===== src/rtl/spi_frame_ctrl.sv =====
// SPI-style frame sequencer: frames cs_n, shifts a command out MSB-first, skips
// the converter busy period(s), shifts a result word in and reports it with done.
module spi_frame_ctrl #(
    parameter int CMD_W    = 8,
    parameter int GAP_BITS = 1,
    parameter int DATA_W   = 12,
    parameter int PAD_BITS = 3,
    parameter int HOLD_CYC = 4
) (
    input  logic              clk,
    input  logic              reset,
    input  logic              start,
    input  logic [CMD_W-1:0]  cmd,
    input  logic              write,
    input  logic              read,
    input  logic              miso,
    output logic              cs_n,
    output logic              mosi,
    output logic              sclk_gate,
    output logic              busy,
    output logic              done,
    output logic [DATA_W-1:0] rx_data
);

    localparam int TOT = CMD_W + GAP_BITS + DATA_W + PAD_BITS;
    localparam int KW  = $clog2(TOT + 1);
    localparam int HW  = $clog2(HOLD_CYC + 1);

    localparam logic [KW-1:0] K_LAST    = KW'(TOT - 1);
    localparam logic [KW-1:0] K_CMD_END = KW'(CMD_W);
    localparam logic [KW-1:0] K_DATA_LO = KW'(CMD_W + GAP_BITS);
    localparam logic [KW-1:0] K_DATA_HI = KW'(CMD_W + GAP_BITS + DATA_W);
    localparam logic [HW-1:0] H_LAST    = HW'(HOLD_CYC - 1);

    localparam logic [2:0] S_IDLE  = 3'd0;
    localparam logic [2:0] S_SETUP = 3'd1;
    localparam logic [2:0] S_SHIFT = 3'd2;
    localparam logic [2:0] S_HOLD  = 3'd3;
    localparam logic [2:0] S_FIN   = 3'd4;

    logic [2:0]        state;
    logic [KW-1:0]     k;
    logic [HW-1:0]     hold_cnt;
    logic [CMD_W-1:0]  tx_sr;
    logic [DATA_W-1:0] rx_sr;
    logic              wr_ok;

    logic              rd_last;
    logic              rd_adv;
    logic [KW-1:0]     k_new;
    logic              wr_take;

    // A read closes the current period before a same-cycle write is applied, and a
    // write is only accepted once the read of the previous period has been seen.
    always_comb begin
        rd_last = read && (k == K_LAST);
        rd_adv  = read && !rd_last;
        k_new   = rd_adv ? k + KW'(1) : k;
        wr_take = write && (wr_ok || rd_adv);
    end

    always_ff @(posedge clk or posedge reset) begin
        if (reset) begin
            state     <= S_IDLE;
            k         <= '0;
            hold_cnt  <= '0;
            tx_sr     <= '0;
            rx_sr     <= '0;
            wr_ok     <= 1'b0;
            cs_n      <= 1'b1;
            mosi      <= 1'b0;
            sclk_gate <= 1'b0;
            busy      <= 1'b0;
            done      <= 1'b0;
            rx_data   <= '0;
        end else begin
            done <= 1'b0;
            case (state)
                S_IDLE: begin
                    if (start) begin
                        tx_sr     <= cmd;
                        rx_sr     <= '0;
                        k         <= '0;
                        wr_ok     <= 1'b0;
                        cs_n      <= 1'b0;
                        busy      <= 1'b1;
                        sclk_gate <= 1'b0;
                        mosi      <= 1'b0;
                        state     <= S_SETUP;
                    end
                end
                S_SETUP: begin
                    if (write) begin
                        k         <= '0;
                        mosi      <= tx_sr[CMD_W-1];
                        tx_sr     <= {tx_sr[CMD_W-2:0], 1'b0};
                        sclk_gate <= 1'b1;
                        wr_ok     <= 1'b0;
                        state     <= S_SHIFT;
                    end
                end
                S_SHIFT: begin
                    if (read && (k >= K_DATA_LO) && (k < K_DATA_HI)) begin
                        rx_sr <= {rx_sr[DATA_W-2:0], miso};
                    end
                    if (rd_last) begin
                        sclk_gate <= 1'b0;
                        mosi      <= 1'b0;
                        hold_cnt  <= '0;
                        wr_ok     <= 1'b0;
                        state     <= S_HOLD;
                    end else begin
                        k <= k_new;
                        if (wr_take) begin
                            mosi  <= (k_new < K_CMD_END) ? tx_sr[CMD_W-1] : 1'b0;
                            tx_sr <= {tx_sr[CMD_W-2:0], 1'b0};
                            wr_ok <= 1'b0;
                        end else if (rd_adv) begin
                            wr_ok <= 1'b1;
                        end
                    end
                end
                S_HOLD: begin
                    if (hold_cnt == H_LAST) begin
                        cs_n    <= 1'b1;
                        done    <= 1'b1;
                        rx_data <= rx_sr;
                        state   <= S_FIN;
                    end else begin
                        hold_cnt <= hold_cnt + HW'(1);
                    end
                end
                S_FIN: begin
                    busy  <= 1'b0;
                    state <= S_IDLE;
                end
                default: begin
                    state <= S_IDLE;
                end
            endcase
        end
    end

endmodule


===== config.mk =====
export PLATFORM = sky130hd
export DESIGN_NAME = spi_frame_ctrl
export DESIGN_NICKNAME = d
export VERILOG_FILES = /design/src/rtl/spi_frame_ctrl.sv
export SDC_FILE = /design/constraint.sdc
export NUM_CORES = 1
export LEC_CHECK = 0
export CAP_MARGIN = 20
export CELL_PAD_IN_SITES_DETAIL_PLACEMENT = 0
export CELL_PAD_IN_SITES_GLOBAL_PLACEMENT = 1
export CORE_ASPECT_RATIO = 1.2
export CORE_UTILIZATION = 43
export DETAILED_ROUTE_END_ITERATION = 10
export GPL_TIMING_DRIVEN = 0
export PLACE_DENSITY_LB_ADDON = 0.1
export SYNTH_ARGS = -nofsm -noshare
export SYNTH_HDL_FRONTEND = slang
export SYNTH_SLANG_ARGS = --single-unit

===== constraint.sdc =====
create_clock -name clk -period 2.5 [get_ports clk]
set_input_delay 0.25 -clock clk [delete_from_list [all_inputs] [get_ports clk]]
set_output_delay 0.25 -clock clk [all_outputs]
set_load 0.02 [all_outputs]

==> flow_summary.yaml <==
run_status:
  run_status: "finished, final reports clean"
finish:
  area_delta_synth_final_pct: 19.6
  fin_area_sq_mm: 0.00294
  fin_nets: 300
  insertedDiodeCount: 0
  layout-drive-gt1-share_pct: 14.5
route:
  wl_per_cell_um: 13.8
  drt-pass1-iter-count: 4
  viasPerCell: 5.32
  wl_um: 4750
  route.vias.total: 1834
  drcViolationCount: 0
  antenna_left: 0
  drtIter0Drc: 118
floorplanning:
  num_io_pins: 31
  core_area_sq_mm: 0.00541
  num_rows: 29
  start_util_pct: 45.5
  die_w_um: 71.0
  die-area_sq_mm: 0.00602
  die_h_um: 84.8
synthesis:
  synth_fp_nets: 262
  ys_warn_count: 0
  ys_types: 46
  synth.avg_cell_area_sq_um: 10.1
  syn_area_sq_mm: 0.00246
  synth_seq_area_share_pct: 49.9
  syn_inst: 244
  ys_ff_latch: 49
critical_path:
  timing.rr.end: "tx_sr[4]$_DFFE_PP0P_"
  reg2reg_depth: 5
  end_kind: "flop"
  critical_path.startpoint: "k[0]$_DFFE_PP0P_"
  crit_fanout: 8
  cp_data_required_time_ns: 2.69
  worstSetupPathType: "flop to flop"
  r2r_setup_slack_ns: 0.44
  worstPathArrival_ns: 2.25
  r2r_start: "k[0]$_DFFE_PP0P_"
  critPathLaunchType: "flop"
  worstSetupEndpoint: "tx_sr[4]$_DFFE_PP0P_"
global_routing:
  grt_usage_pct: 17.5
  grt_pass1_wl_um: 8250
  grt_pass1_vias: 1827
  grt.overflow.total: 0
  antenna_found_initial: 0
  grt_max_degree: 32
timing:
  report.final.slew_viol_count: 0
  skew_ns: 0.00867
  slew_headroom_pct: 64.5
  finalSetupTns_ns: 0
  fmax_mhz: 485
  timing.final.ws_setup_ns: 0.439
  period_minus_slack_ns: 2.06
  hold_viol_final: 0
  rsz0062_at_grt: "no"
  worstMarginPinSlew_ns: 0.532
  period_share_pct: 82.4
  setup_viol: 0
clock_tree:
  htreeDepth: 2
  ctsResizeCount: 0
  path_clk_slew_ns: 0.09
  clock_sinks: 49
  clk_latency_ns: 0.30
  cts_hold_repair.buffers: 0
  tritoncts: "yes"
  clockRootBuffer: "clkbuf_8"
  post-cts-setup-buffers: 0
  clockBufferDepth: 2
  numCtsBuffers: 5
flow_run:
  drv_cap: 0
placement:
  place_hpwl_um: 3310
  placed_cell_area_sq_mm: 0.00286
  pre_cts_ws_ns: 0.426
  port_buffers: 30
  place_congestion: 0.788
pwr:
  clock_power_share_pct: 16.3
  peakVddDrop_uv: 471
  total_power_mw: 2.81
  seqPwrFrac_pct: 38.3
  p_sw_mw: 1.02
  power_density_mw_per_mm2: 957
  leakagePower_nw: 1.44
  power.internal_mw: 1.79
  comb_power_share_pct: 45.5
  switching_share_pct: 36.4
min_path:
  hold_path_class: "input port to asynchronous set/reset pin"
per-layer routing:
metal  vias to the layer above  global-route usage (%)  routed length, um
met1                       882                    22.5               2220
met2                        39                    28.4               2270
met5                         -                       0                  0
li1                        908                       -                  -
met4                         0                    7.09                 55
met3                         5                    4.16                193
cell families (layout without fill, tap and decap cells):
family | count (synthesis) | in the layout | share of synthesized area, %
simple gates | 100 | 100 | 19.3
flops | 49 | 49 | 49.9
compound gates | 40 | 40 | 11.2
mux | 29 | 29 | 12.7
buf+inv | 20 | 59 | 4.17
fa+ha+maj | 4 | 4 | 2.04
xor+xnor | 2 | 2 | 0.713
metrics by stage:
stage | cells | utilization, % | hold WS (ns)
3_3_place_gp | 336 | 52.4 | 0.460
6_report | 345 | 54.3 | 0.259
4_1_cts | 345 | 54.3 | 0.264
5_1_grt | 345 | 54.3 | 0.289
2_1_floorplan | 244 | - | 0.359
3_5_place_dp | 337 | 52.8 | 0.461
worst min-delay path by stage:
| stage | from | end | slack [ns] | cells after the start |
|---|---|---|---|---|
| 6_report | reset | tx_sr[0]$_DFFE_PP0P_ | 0.26 | 2 |
| 5_1_grt | reset | tx_sr[1]$_DFFE_PP0P_ | 0.29 | 2 |
| 4_1_cts | reset | tx_sr[1]$_DFFE_PP0P_ | 0.26 | 2 |
| 3_5_place_dp | rx_data[6]$_DFFE_PP0P_ | rx_data[6]$_DFFE_PP0P_ | 0.46 | 2 |
| 3_3_place_gp | rx_data[8]$_DFFE_PP0P_ | rx_data[8]$_DFFE_PP0P_ | 0.46 | 2 |
| 2_1_floorplan | write | wr_ok$_DFFE_PP0P_ | 0.36 | 1 |
layout by cell type, fill, tap and decap left out, drive strengths merged, types with 7 or more instances in the layout:
cell type	instances
a21o	7
a21oi	10
nor2	7
buf	10
clkbuf	11
o21ai	9
clkdlybuf4s50	30
mux2i	12
nand2	67
dfrtp	48
mux2	17
flip-flops by register name, indices dropped and copies added, names as in the netlist:
register	count
busy	1
cs_n	1
done	1
hold_cnt	3
k	5
mosi	1
rx_data	12
rx_sr	12
sclk_gate	1
state	3
tx_sr	8
wr_ok	1
power by group through the flow:
stage | sequential (mW) | clock (mW) | combinational [mW]
3_3_place_gp | 1.09 | 0 | 1.29
2_1_floorplan | 1.10 | 0 | 0.980
4_1_cts | 1.08 | 0.481 | 1.30
6_report | 1.08 | 0.458 | 1.28
5_1_grt | 1.10 | 0.500 | 1.42
3_5_place_dp | 1.09 | 0 | 1.29
synth_stat cells (all sizes together):
master	number	area share, %
nor4b	1	0.61
clkbuf	5	0.76
o2bb2ai	1	0.36
xor2	1	0.36
mux2i	12	4.9
o211ai	2	0.81
buf	9	2.5
or3b	1	0.36
dfrtp	48	49
nor2	7	1.2
and2	1	0.25
a22o	4	1.4
mux2	17	7.8
a31oi	3	0.76
inv	6	0.92
a21o	7	2.1
nor4	2	0.76
o21ai	9	1.8
nor3b	2	1.1
nand2	67	10
nor3	3	0.61
and3	2	0.51
nand2b	3	0.76
and4b	1	0.41
ha	4	2.0
o31ai	1	0.31
dfstp	1	1.1
nor2b	3	0.76
a21oi	10	2.5
nand3b	1	0.31
a31o	1	0.36
nand4b	1	0.36
o21bai	1	0.31
nand4	2	0.51
o31a	1	0.36
nand3	3	0.61
xnor2	1	0.36
cell type report:
| type | count | area (sq um) |
|---|---|---|
| Fill cell | 493 | 2470 |
| Sequential cell | 49 | 1230 |
| Multi-Input combinational cell | 175 | 1130 |
| Timing Repair Buffer | 31 | 320 |
| Buffer | 14 | 80.1 |
| Tap cell | 62 | 77.6 |
| Clock buffer | 6 | 72.6 |
| Inverter | 6 | 22.5 |
| Clock inverter | 2 | 10.0 |
worst max-delay path, stage by stage (launching register included):
cell     delay [ns]
dfrtp_1        0.47
ha_1           0.31
and4b_1        0.27
a21o_1         0.22
a21oi_4        0.29
mux2_2         0.37
Note: power is estimated with default switching activity, not from simulation.
